===== src/rtl/bram_arbiter.sv =====
// rtl/bram_arbiter.sv - two-master single-port BRAM arbiter, m0 priority with m1 starvation guard
// Optional ARB_STATS_EN builds the 32-bit conflict counter; otherwise stat_conflicts is tied to 0.
module bram_arbiter #(
  parameter int ADDR_WIDTH   = 14,
  parameter int STARVE_LIMIT = 8
) (
  input  logic                  clk,
  input  logic                  rst,
  input  logic                  m0_req,
  input  logic                  m0_write,
  input  logic [3:0]            m0_wmask,
  input  logic [31:0]           m0_wdata,
  input  logic [ADDR_WIDTH-1:0] m0_addr,
  output logic                  m0_gnt,
  output logic                  m0_rvalid,
  input  logic                  m1_req,
  input  logic                  m1_write,
  input  logic [3:0]            m1_wmask,
  input  logic [31:0]           m1_wdata,
  input  logic [ADDR_WIDTH-1:0] m1_addr,
  output logic                  m1_gnt,
  output logic                  m1_rvalid,
  output logic [31:0]           rdata,
  output logic                  mem_write,
  output logic [3:0]            mem_wmask,
  output logic [31:0]           mem_wdata,
  output logic [ADDR_WIDTH-1:0] mem_addr,
  input  logic [31:0]           mem_rdata,
  output logic [31:0]           stat_conflicts
);

  localparam int WAIT_W = (STARVE_LIMIT > 0) ? $clog2(STARVE_LIMIT + 1) : 1;

  logic force_m1;

  generate
    if (STARVE_LIMIT != 0) begin : g_starve
      logic [WAIT_W-1:0] wait_cnt;

      // Saturation is implicit: reaching the limit forces a grant, which clears the count.
      always_ff @(posedge clk) begin
        if (rst || !m1_req || m1_gnt) begin
          wait_cnt <= '0;
        end else begin
          wait_cnt <= wait_cnt + 1'b1;
        end
      end

      assign force_m1 = (wait_cnt == WAIT_W'(STARVE_LIMIT));
    end else begin : g_no_starve
      assign force_m1 = 1'b0;
    end
  endgenerate

  assign m1_gnt = !rst && m1_req && (!m0_req || force_m1);
  assign m0_gnt = !rst && m0_req && !m1_gnt;

  // m0 owns the memory bus whenever m1 is not granted, so idle cycles keep m0's address stable.
  assign mem_addr  = m1_gnt ? m1_addr  : m0_addr;
  assign mem_wdata = m1_gnt ? m1_wdata : m0_wdata;
  assign mem_wmask = m1_gnt ? m1_wmask : m0_wmask;
  assign mem_write = (m0_gnt && m0_write) || (m1_gnt && m1_write);

  always_ff @(posedge clk) begin
    if (rst) begin
      m0_rvalid <= 1'b0;
      m1_rvalid <= 1'b0;
    end else begin
      m0_rvalid <= m0_gnt && !m0_write;
      m1_rvalid <= m1_gnt && !m1_write;
    end
  end

  assign rdata = mem_rdata;

`ifdef ARB_STATS_EN
  logic [31:0] conflict_cnt;

  always_ff @(posedge clk) begin
    if (rst) begin
      conflict_cnt <= '0;
    end else if (m0_req && m1_req) begin
      conflict_cnt <= conflict_cnt + 32'd1;
    end
  end

  assign stat_conflicts = conflict_cnt;
`else
  assign stat_conflicts = 32'd0;
`endif

endmodule


===== config.mk =====
export PLATFORM = sky130hd
export DESIGN_NAME = bram_arbiter
export DESIGN_NICKNAME = d
export VERILOG_FILES = /design/src/rtl/bram_arbiter.sv
export SDC_FILE = /design/constraint.sdc
export NUM_CORES = 1
export LEC_CHECK = 0
export CAP_MARGIN = 20
export CORE_AREA = 2 2 100 102
export DETAILED_ROUTE_END_ITERATION = 6
export DIE_AREA = 0 0 102 104
export GPL_TIMING_DRIVEN = 0
export PLACE_DENSITY_LB_ADDON = 0.12
export SLEW_MARGIN = 20
export SYNTH_ARGS = -nofsm -noshare
export SYNTH_HDL_FRONTEND = slang
export SYNTH_SLANG_ARGS = --single-unit

===== constraint.sdc =====
create_clock -name clk -period 2.3 [get_ports clk]
set_input_delay 0.46 -clock clk [delete_from_list [all_inputs] [get_ports clk]]
set_output_delay 0.46 -clock clk [all_outputs]
set_load 0.03 [all_outputs]

# == After elaboration in Yosys (flattened, before gate mapping) ==
# Index checks and enable logic that the tools add are counted.
# totals
ff_bits,6
in_bits,138
out_inout_bits,119
wordCells,26
# classes
addsub,1
n_eq_ne,1
mux,3
n_reduce_logical,18
# op_table
operator,count
32-bit two-way mux,1
14-bit two-way mux,1
1-bit logical AND,8
1-bit logical NOT,6
4-bit by 1-bit adder with 4-bit output (second input constant),1
4-bit == test (second input constant),1
1-bit logical OR,4
4-bit two-way mux,1

# == Logic depth before layout (Yosys ltp) ==
# Gate-level depths: netlist (run 1).
# logic_depth
ltp_word,7
depth_mapped,6
mapped_depth_nobuf,5

# == Least setup slack after synthesis (run 1) ==
# OpenSTA, ideal clock, no wires.
# synth_path
kind,input port to output port
start,input port rst
end,output port mem_addr[4]
t_arrival_ps,1631
required_time_ps,1840
setup_slack_ps,209
cell_stages,4
path_buffers,1
cell_sequence,nand2b_1 -> a21oi_4 -> buf_4 -> mux2_1
# synth_between
elab_chain_len,4
# synth_rtl
element,line,rtl
"start, declared",8,"input logic rst,"
1-bit logical NOT,55,assign m1_gnt = !rst && m1_req && (!m0_req || force_m1);
1-bit logical AND (2 in a row),55,
14-bit two-way mux,59,assign mem_addr = m1_gnt ? m1_addr : m0_addr;
"end, declared",27,"output logic [ADDR_WIDTH-1:0] mem_addr,"
# Every way passes these cells.

# == Worst setup path in the final report (run 1) ==
# layout_path
start,register g_starve.wait_cnt[1]
end,output port mem_wdata[9]
# layout_between
elab_chain_len,4
# layout_rtl
element,line,rtl
"start, declared",38,logic [WAIT_W-1:0] wait_cnt;
"start signal, assigned",45,wait_cnt <= wait_cnt + 1'b1;
4-bit == test,49,assign force_m1 = (wait_cnt == WAIT_W'(STARVE_LIMIT));
1-bit logical OR,55,
1-bit logical AND,55,
32-bit two-way mux,60,assign mem_wdata = m1_gnt ? m1_wdata : m0_wdata;
"end, declared",26,"output logic [31:0] mem_wdata,"
# Every way passes these cells.

==> metrics, run 1 <==
Congestion Overflow GR 0; CP Launch Type flip-flop; DIE HEIGHT 104 µm; Clock Path Buffers 2; arrival time worst endpoint roughly 1.8 ns; largest net degree at the start of global routing 11; Detailed Route WL ~6100 µm; initial antenna violation count 0; worst hold stages 2; fin nets roughly 530; Final setup viols 0; worst min path class flip-flop to flip-flop; layout cells sized above 1 slightly below 50%; post-route ant nets 0; Yosys top cell area share 38.3%; RSZ-0062 raised after global routing yes; die width 102 µm; Leak 1.73 nW; Mean Syn Cell Area just over 9 µm²; sequential share of the synthesized area 8.70%; Core ar. approximately 9500 µm²; Cells after Synth 149; Total GRT Usage 10.1%; Final WS setup roughly 0.014 ns; fin crit share 99.4%; H-Tree Depth 1; Post-Place Cells 505; first-pass GRT wire length 8560 µm; clock skew 0.00188 ns; fin cells 517; Final Hold Slack 0.531 ns; clock root buffer clkbuf_8; FP Rows 36; Antenna diodes 0; kind of critical path flip-flop to output port; Max VDD drop approximately 0.13 mV; max cap viols 0; detailed-route wire length per cell between 10 and 15 µm; Final Wtd Congestion 0.688; Worst-Skew Late Latency 0.22 ns; vias in the first global route roughly 1,800; hold buffers post-CTS 0; Port Buffers ~190; Final Hold Fails 0; clock buffers created by TritonCTS 3; Yosys reg bits 6; Synth area leader mux2_2; first drt pass iteration count 4; Die ar. 10,600 µm²; minimum clock period between 2 and 2.5 ns; CP Max Fanout 6; Syn-to-layout area delta 179%; warnings from Yosys 0; Num Clock Sinks 6; DR vias/cell approximately 3.4; Ports roughly 260; TritonCTS clock tree built; via count 1,768; Max Fclk 438 MHz; HPWL after DPL approximately 5300 µm; status complete, no violations; clock slew at reported path FFs about 0.03 ns; CP required 1.84 ns; Initial Util between 10% and 20%; R2R depth 7; DR DRC count 0; pre-CTS setup slack -1.01 ns; CP Capture Type output port; Final Util roughly two fifths; drt initial violations 10; Power Density 292 nW/µm²; Unique masters post-synth 18; max-slew violation count 0; synth top area cells mux2_2, buf_4, dfxtp_1, mux2_1, buf_6; Post-Syn Area 1380 µm²
-- final timing paths --
| check | start | slack, ns | end |
|---|---|---|---|
| min | g_starve.wait_cnt[0] | 0.53 | g_starve.wait_cnt[0] |
| max reg2reg | g_starve.wait_cnt[1] | 1.03 | m1_rvalid |
| min reg2reg | g_starve.wait_cnt[0] | 0.53 | g_starve.wait_cnt[0] |
| max | g_starve.wait_cnt[1] | 0.01 | mem_wdata[9] |
-- layout by cell type (no fill, tap or decap) --
cell type,n
nand3b_4,1
buf_12,2
nor2b_1,1
nand2b_1,1
clkdlybuf4s15_1,1
nor3_1,5
inv_2,2
xnor2_1,1
dlygate4sd2_1,4
clkdlybuf4s50_1,136
nand2_1,1
mux2_4,6
clkbuf_8,3
buf_2,8
xor2_1,1
dfxtp_2,2
a21oi_4,1
clkdlybuf4s15_2,4
buf_8,3
inv_1,2
buf_4,68
mux2_2,42
clkbuf_16,1
conb_1,32
nand3_1,1
mux2_1,3
buf_16,2
ha_1,1
dfxtp_1,4
ha_4,1
nor2_1,2
nand2b_4,1
buf_6,41
-- synthesized netlist by cell type --
| master | number |
|---|---|
| ha_1 | 2 |
| nor2b_1 | 1 |
| nor2_1 | 2 |
| buf_6 | 3 |
| nand3b_4 | 1 |
| nor3_1 | 5 |
| mux2_1 | 4 |
| inv_1 | 4 |
| conb_1 | 1 |
| a21oi_4 | 1 |
| nand3_1 | 1 |
| buf_4 | 66 |
| xor2_1 | 1 |
| nand2b_1 | 2 |
| dfxtp_1 | 6 |
| xnor2_1 | 1 |
| nand2_1 | 1 |
| mux2_2 | 47 |
-- repair_timing --
item,CTS,global route
buffers inserted,7,0
gates cloned,2,1
pin swaps,2,0
resized for setup,333,34
endpoints found under the setup margin,53,35
-- power by group --
part | total (W) | switching [W] | internal [W] | leakage (nW)
Sequential | 0.000108 | 0.00000111 | 0.000107 | 0.0496
Combinational | 0.000865 | 0.000397 | 0.000467 | 1.66
Clock | 0.000153 | 0.0000411 | 0.000112 | 0.0216
-- layout make-up --
| cell class | count | area (µm²) |
|---|---|---|
| Buffer | 68 | 546 |
| Clock buffer | 3 | 41.3 |
| Fill cell | 954 | 5700 |
| Inverter | 4 | 15.0 |
| Multi-Input combinational cell | 101 | 876 |
| Sequential cell | 6 | 123 |
| Tap cell | 133 | 166 |
| Timing Repair Buffer | 202 | 2080 |
-- worst max-delay path, cell delays in order, from the launching register on --
cell and delay (ns):
dfxtp_2 0.32, inv_2 0.07, ha_4 0.14, nand3b_4 0.09
a21oi_4 0.17, buf_6 0.18, buf_8 0.13, mux2_2 0.33
buf_2 0.18
-- registers in the layout (all words and copies together), names as in the netlist --
name	count
m1_rvalid	1
g_starve.wait_cnt	4
m0_rvalid	1
-- stage by stage --
stage / setup TNS [ns] / power (W) / instance area (µm²)
floorplan: 0 / 0.000561 / 1500
global placement: -48.13 / 0.000933 / 3590
detailed placement: -48.62 / 0.000935 / 3590
CTS: 0 / 0.00111 / 3760
global route: -0.292 / 0.00118 / 3850
finish: 0 / 0.00113 / 3850
-- metal layers --
layer  up-vias  global-route usage, %  part of all wire, %
met2       129                   21.9                   58
met3         4                   3.49                   14
met5         -                      0                    0
met4         0                   1.71                 0.53
met1       758                   8.36                   28
li1        877                      -                    -
-- cell families after synthesis --
kind of cell,count (synthesis),synth area share [%]
AO/OA/AOI/OAI,1,1.18
XOR/XNOR,2,1.27
adder cells (fa/ha/maj),2,1.81
buffers and inverters,73,39.4
flip-flops,6,8.70
multiplexers,51,41.6
other,1,0.271
AND/OR/NAND/NOR,13,5.80
(Power assumes the default switching activity.)
==> run 2: changes to the inputs <==
HOLD_SLACK_MARGIN = 0.15   (was not set)
==> results of run 2 <==
Same layout as run 1: the final DEF is identical, and so are final timing and power.
